### config.mk
export PLATFORM = sky130hd
export DESIGN_NAME = mdb_store_unit
export DESIGN_NICKNAME = d
export VERILOG_FILES = /design/src/rtl/msp_store_pkg.sv /design/src/rtl/store_lane_align.sv /design/src/rtl/mdb_store_unit.sv
export SDC_FILE = /design/constraint.sdc
export NUM_CORES = 1
export LEC_CHECK = 0
export CORE_MARGIN = 3
export CORE_UTILIZATION = 35
export DETAILED_ROUTE_END_ITERATION = 10
export GPL_TIMING_DRIVEN = 0
export PLACE_DENSITY = 0.68
export SKIP_LAST_GASP = 1
export SYNTH_ARGS = -nofsm -noshare
export SYNTH_HDL_FRONTEND = slang
export SYNTH_SLANG_ARGS = --single-unit
### constraint.sdc
create_clock -name clk -period 1.9 [get_ports clk]
set_input_delay 0.38 -clock clk [delete_from_list [all_inputs] [get_ports clk]]
set_output_delay 0.38 -clock clk [all_outputs]
set_load 0.05 [all_outputs]
### src/rtl/msp_store_pkg.sv
// Shared definitions for the memory store path.
//   st_state_e : store FSM encoding (idle, write in flight, completion)
//   BE_*       : byte-lane enable codes, bit 0 = low byte, bit 1 = high byte
//   PUSH_DEC   : stack pointer pre-decrement applied by PUSH
package msp_store_pkg;

  typedef enum logic [1:0] {
    StIdle  = 2'd0,
    StIssue = 2'd1,
    StDone  = 2'd2
  } st_state_e;

  localparam logic [1:0]  BE_NONE  = 2'b00;
  localparam logic [1:0]  BE_LO    = 2'b01;
  localparam logic [1:0]  BE_HI    = 2'b10;
  localparam logic [1:0]  BE_WORD  = 2'b11;

  localparam logic [15:0] PUSH_DEC = 16'd2;

endpackage

### src/rtl/store_lane_align.sv
// Combinational byte-lane steering for a store.
//   bw       in  1 = byte store, 0 = word store
//   addr     in  target address
//   data     in  store data, byte stores use data[7:0]
//   mab      out memory address (word stores forced even)
//   mdb      out data placed on the lane(s) selected by addr[0]
//   be       out lane enables
//   misalign out word store to an odd address
module store_lane_align
  import msp_store_pkg::*;
#(
  parameter int unsigned AW = 16,
  parameter int unsigned DW = 16
) (
  input  logic          bw,
  input  logic [AW-1:0] addr,
  input  logic [DW-1:0] data,
  output logic [AW-1:0] mab,
  output logic [DW-1:0] mdb,
  output logic [1:0]    be,
  output logic          misalign
);

  always_comb begin
    mab      = addr;
    mdb      = data;
    be       = BE_WORD;
    misalign = 1'b0;
    if (bw) begin
      if (addr[0]) begin
        be  = BE_HI;
        mdb = DW'({data[7:0], 8'h00});
      end else begin
        be  = BE_LO;
        mdb = DW'({8'h00, data[7:0]});
      end
    end else begin
      // Word stores always hit the even address; the odd bit is only reported.
      mab      = {addr[AW-1:1], 1'b0};
      misalign = addr[0];
    end
  end

endmodule

### src/rtl/mdb_store_unit.sv
// Store unit: drives register data onto MAB/MDB for MOV/ALU-to-memory, PUSH
// and CALL writes, with byte-lane steering, mem_ready handshake, PUSH stack
// pointer pre-decrement and a write timeout.
//   clk, rst_n  clock, asynchronous active-low reset
//   st_req      store request (accepted only when idle)
//   st_push     target = sp_in - 2, SP written back on success
//   BW          1 = byte store, 0 = word store
//   st_addr     target address (unused for push)
//   st_data     store data
//   sp_in       current stack pointer
//   mem_ready   memory accepted the write
//   MAB_out     memory address bus
//   MDB_in      memory data bus towards memory
//   MW          memory write strobe
//   byte_en     lane enables
//   sp_out      new stack pointer (valid with sp_we)
//   sp_we       one-cycle SP write enable
//   st_busy     unit not idle
//   st_done     one-cycle completion pulse
//   st_err      completion was a timeout
//   misalign    completion of a word store to an odd address
module mdb_store_unit
  import msp_store_pkg::*;
#(
  parameter int unsigned AW      = 16,
  parameter int unsigned DW      = 16,
  parameter int unsigned TIMEOUT = 15
) (
  input  logic          clk,
  input  logic          rst_n,
  input  logic          st_req,
  input  logic          st_push,
  input  logic          BW,
  input  logic [AW-1:0] st_addr,
  input  logic [DW-1:0] st_data,
  input  logic [AW-1:0] sp_in,
  input  logic          mem_ready,
  output logic [AW-1:0] MAB_out,
  output logic [DW-1:0] MDB_in,
  output logic          MW,
  output logic [1:0]    byte_en,
  output logic [AW-1:0] sp_out,
  output logic          sp_we,
  output logic          st_busy,
  output logic          st_done,
  output logic          st_err,
  output logic          misalign
);

  localparam int unsigned CntW = $clog2(TIMEOUT + 1);

  st_state_e       state_q, state_d;
  logic [CntW-1:0] cnt_q, cnt_d;
  logic            err_q, err_d;

  logic            push_q;
  logic            mis_q;
  logic [AW-1:0]   tgt_q;
  logic [AW-1:0]   mab_q;
  logic [DW-1:0]   mdb_q;
  logic [1:0]      be_q;

  logic            accept;
  logic [AW-1:0]   tgt;
  logic [AW-1:0]   al_mab;
  logic [DW-1:0]   al_mdb;
  logic [1:0]      al_be;
  logic            al_mis;
  logic [CntW-1:0] cnt_inc;

  assign accept  = (state_q == StIdle) && st_req;
  // Push always pre-decrements by a full word, also for byte pushes.
  assign tgt     = st_push ? (sp_in - AW'(PUSH_DEC)) : st_addr;
  assign cnt_inc = cnt_q + CntW'(1);

  store_lane_align #(
    .AW (AW),
    .DW (DW)
  ) u_align (
    .bw       (BW),
    .addr     (tgt),
    .data     (st_data),
    .mab      (al_mab),
    .mdb      (al_mdb),
    .be       (al_be),
    .misalign (al_mis)
  );

  always_comb begin
    state_d = state_q;
    cnt_d   = cnt_q;
    err_d   = err_q;
    unique case (state_q)
      StIdle: begin
        if (st_req) begin
          state_d = StIssue;
          cnt_d   = '0;
          err_d   = 1'b0;
        end
      end
      StIssue: begin
        if (mem_ready) begin
          state_d = StDone;
        end else begin
          cnt_d = cnt_inc;
          if (cnt_inc == CntW'(TIMEOUT)) begin
            state_d = StDone;
            err_d   = 1'b1;
          end
        end
      end
      StDone: begin
        state_d = StIdle;
      end
      default: begin
        state_d = StIdle;
      end
    endcase
  end

  always_ff @(posedge clk or negedge rst_n) begin
    if (!rst_n) begin
      state_q <= StIdle;
      cnt_q   <= '0;
      err_q   <= 1'b0;
    end else begin
      state_q <= state_d;
      cnt_q   <= cnt_d;
      err_q   <= err_d;
    end
  end

  // Bus values are captured at acceptance so they stay stable through the
  // whole write and hold afterwards until the next store.
  always_ff @(posedge clk or negedge rst_n) begin
    if (!rst_n) begin
      push_q <= 1'b0;
      mis_q  <= 1'b0;
      tgt_q  <= '0;
      mab_q  <= '0;
      mdb_q  <= '0;
      be_q   <= BE_NONE;
    end else if (accept) begin
      push_q <= st_push;
      mis_q  <= al_mis;
      tgt_q  <= tgt;
      mab_q  <= al_mab;
      mdb_q  <= al_mdb;
      be_q   <= al_be;
    end
  end

  always_comb begin
    MAB_out  = mab_q;
    MDB_in   = mdb_q;
    MW       = (state_q == StIssue);
    byte_en  = (state_q == StIssue) ? be_q : BE_NONE;
    st_busy  = (state_q != StIdle);
    st_done  = (state_q == StDone);
    st_err   = st_done && err_q;
    misalign = st_done && mis_q;
    sp_we    = st_done && push_q && !err_q;
    sp_out   = sp_we ? tgt_q : '0;
  end

endmodule

==> metrics.yaml <==
cp.required_ns: 1.52
clockBufferDepth: 2
clock_sink_count: 44
pwr-share-clk_pct: 13.8
vias_per_cell: 4.84
setup-violations-final: 17
grt_antenna_before_repair: 0
core_um2: 6910
dieArea_um2: 8310
hold_viol_final: 0
ys_seq_elements: 44
globalplace.congestion: 0.811
rsz0062_at_grt: "yes"
synth-seq-area-share_pct: 43.4
syn-num-nets: 330
maxCapViolations: 0
pin_count: 110
tightest_slew_ns: 0.527
syn-cell-area_um2: 2540
io_buffers: 109
cpLargestDelayFamily: "flip-flops"
slew_headroom_pct: 64.8
p_sw_share_pct: 47.1
final_max_slew_viol_count: 0
cellPowerDensity_nw_per_um2: 1290
avgSynthCellArea_um2: 9.30
switchingPower_uw: 2520
dpl.cell_count: 479
yosysWarningCount: 0
cts_tree: "done"
finClkSkew_ns: 0.00625
cts_root_buf: "clkbuf_8"
start_kind: "register"
slowest_delay_ns: 0.47
period_share_pct: 107
layout_setup_ws_ns: -0.125
slowest_stage: "dfrtp_2"
hp-class: "register to register"
final_antenna_net_count: 0
min_period_ns: 2.02
rows: 30
holdWs_ns: 0.488
irDropWorstVdd_v: 0.000827
die_y_um: 91.2
final_util_pct: 59.9
drtIter0Drc: 139
post_route_cells_drive_above_1_share_pct: 26.5
path_max_fanout: 6
grt_max_degree: 32
status: "finished, violations left"
r2r_slack_ns: 0.30
overflow: 0
die_w_um: 91.2
syn_to_final_growth_pct: 63.1
diodes: 0
fmax_mhz: 494
power.total_uw: 5340
routed_wl_um: 7690
clk_pin_slew_ns: 0.09
htreeDepth: 2
worstSetupEndpointType: "primary output"
synth_edf_count: 0
drt_drc_violations_left: 0
p_int_uw: 2830
layout.nets: 460
final_cells: 500
cts_inserted_buffers: 5
initial_core_util_pct: 36.8
p_comb_share_pct: 56.8
clk_latency_ns: 0.29
seq_power_share_pct: 29.4
track_usage_pct: 18.2
critPathArrivalTime_ns: 1.64
grt_pass1_vias: 2308
grt_pass1_wl_um: 12100
dr.pass1.iters: 4
leakage_uw: 0.00184
synth_cell_types: 45
crit_type: "register to primary output"
n_fill_cell: 644
synth_ff_type: "dfrtp_1"
dpl.hpwl_um: 5760
num_vias: 2420
async_reset_ff_share_pct: 100
tns_ns: -1.63
post_drt_wl_per_cell_um: 15.4
cp.buffers_inverters: 3
cp_cell_sequence: "nor2b_4, and3b_1, buf_6, clkbuf_16, and2_4, buf_8"
violations: "setup timing"
syn_inst: 273
-- state kept, by name, summed over array words and instances (netlist names) --
signal	flops
push_q	1
state_q	2
MDB_in	16
mis_q	1
tgt_q	16
be_q	2
err_q	1
cnt_q	4
MAB_out	1
-- cell type report --
| class | count | area, µm² | share of cell area, % |
|---|---|---|---|
| Sequential cell | 44 | 1100 | 26.7 |
| Buffer | 28 | 196 | 4.74 |
| Clock buffer | 5 | 68.8 | 1.66 |
| Clock inverter | 3 | 47.5 | 1.15 |
| Inverter | 6 | 22.5 | 0.544 |
| Timing Repair Buffer | 123 | 1290 | 31.3 |
| Tap cell | 96 | 120 | 2.90 |
| Multi-Input combinational cell | 195 | 1290 | 31.1 |
-- placed cells by master, fill, tap and decap left out, types with 3 or more instances in the layout --
cell type	n
a221o_1	6
inv_1	5
a21oi_1	6
a221oi_1	8
buf_8	18
buf_4	27
nand2_1	37
xor2_1	6
o21ai_0	14
mux2i_1	3
buf_2	12
dfrtp_1	42
nor3_1	4
xnor2_1	9
and2_1	5
o21ai_1	5
clkdlybuf4s50_1	65
clkbuf_8	5
nor2_1	28
nand3b_1	4
nor3b_1	8
dlygate4sd2_1	15
dlymetal6s2s_1	4
nand4_1	3
and2_4	16
-- worst min-delay path: stages, from the launching register on --
cell and delay [ns]:
dfrtp_1 0.35, nand2_1 0.05, o21ai_1 0.06
-- timing repair --
item	in CTS	in global routing
gates cloned	0	1
endpoints found under the hold margin	5	0
resized for setup	171	25
setup buffers	5	6
endpoints found under the setup margin	39	30
hold buffers	1	0
pin swaps	2	0
-- worst paths after layout --
kind / from / to / cells after the start
setup reg to reg: state_q[1] / tgt_q[12] / 5
hold / removal: MDB_in[7] / MDB_in[7] / 2
setup / recovery: state_q[0] / sp_out[6] / 6
max in group asynchronous: rst_n / state_q[1] / 3
min in group asynchronous: rst_n / tgt_q[14] / 2
hold reg to reg: MDB_in[7] / MDB_in[7] / 2
-- cells by family (layout without fill, tap and decap cells) --
family	Yosys count	in the layout	synth area share [%]
AND/OR/NAND/NOR	124	124	26.8
AO/OA/AOI/OAI	50	50	13.7
flip-flops	44	44	43.4
buffers and inverters	34	165	8.33
XOR/XNOR	15	15	5.18
adder cells (fa/ha/maj)	3	3	1.48
multiplexers	3	3	1.18
-- cells in the mapped netlist, types with 3 or more instances --
master    number  area [µm²]
mux2i_1        3        30.0
buf_2         10        50.1
nor3_1         5        25.0
ha_1           3        37.5
nor2_1        28         105
buf_4         17         128
and2_1        21         131
o21ai_0       14        70.1
xor2_1         6        52.6
a21oi_1        6        30.0
o21ai_1        5        25.0
nand4_1        3        18.8
dfrtp_1       44        1100
a221o_1        6        60.1
inv_1          5        18.8
a221oi_1       8        70.1
nor3b_1        8        60.1
nand2_1       37         139
nand3b_1       4        30.0
xnor2_1        9        78.8
-- through the flow --
step	setup slack (ns)	instance area, µm²
final	-0.125	4140
after global placement	-0.971	3790
after CTS	-0.179	4050
after global routing	-0.179	4140
after floorplan	0.00150	2580
after detailed placement	-0.515	3810
-- layer usage --
layer / track usage (%) / share of wire (%) / wire length [µm] / vias to the layer above
met5: 0 / 0 / 0 / -
met4: 4.02 / 0.91 / 70 / 0
met3: 4.14 / 4.5 / 345 / 4
met2: 29.8 / 51 / 3940 / 64
met1: 24.7 / 43 / 3340 / 1161
li1: - / - / - / 1191
-- power groups by stage --
| stage | logic, µW | clock network, µW | registers [µW] |
|---|---|---|---|
| after floorplan | 1550 | 0 | 2050 |
| after global placement | 3030 | 0 | 1580 |
| after detailed placement | 3060 | 0 | 1590 |
| after CTS | 3010 | 760 | 1580 |
| after global routing | 3220 | 796 | 1630 |
| final | 3040 | 737 | 1570 |
(Power assumes the default switching activity.)
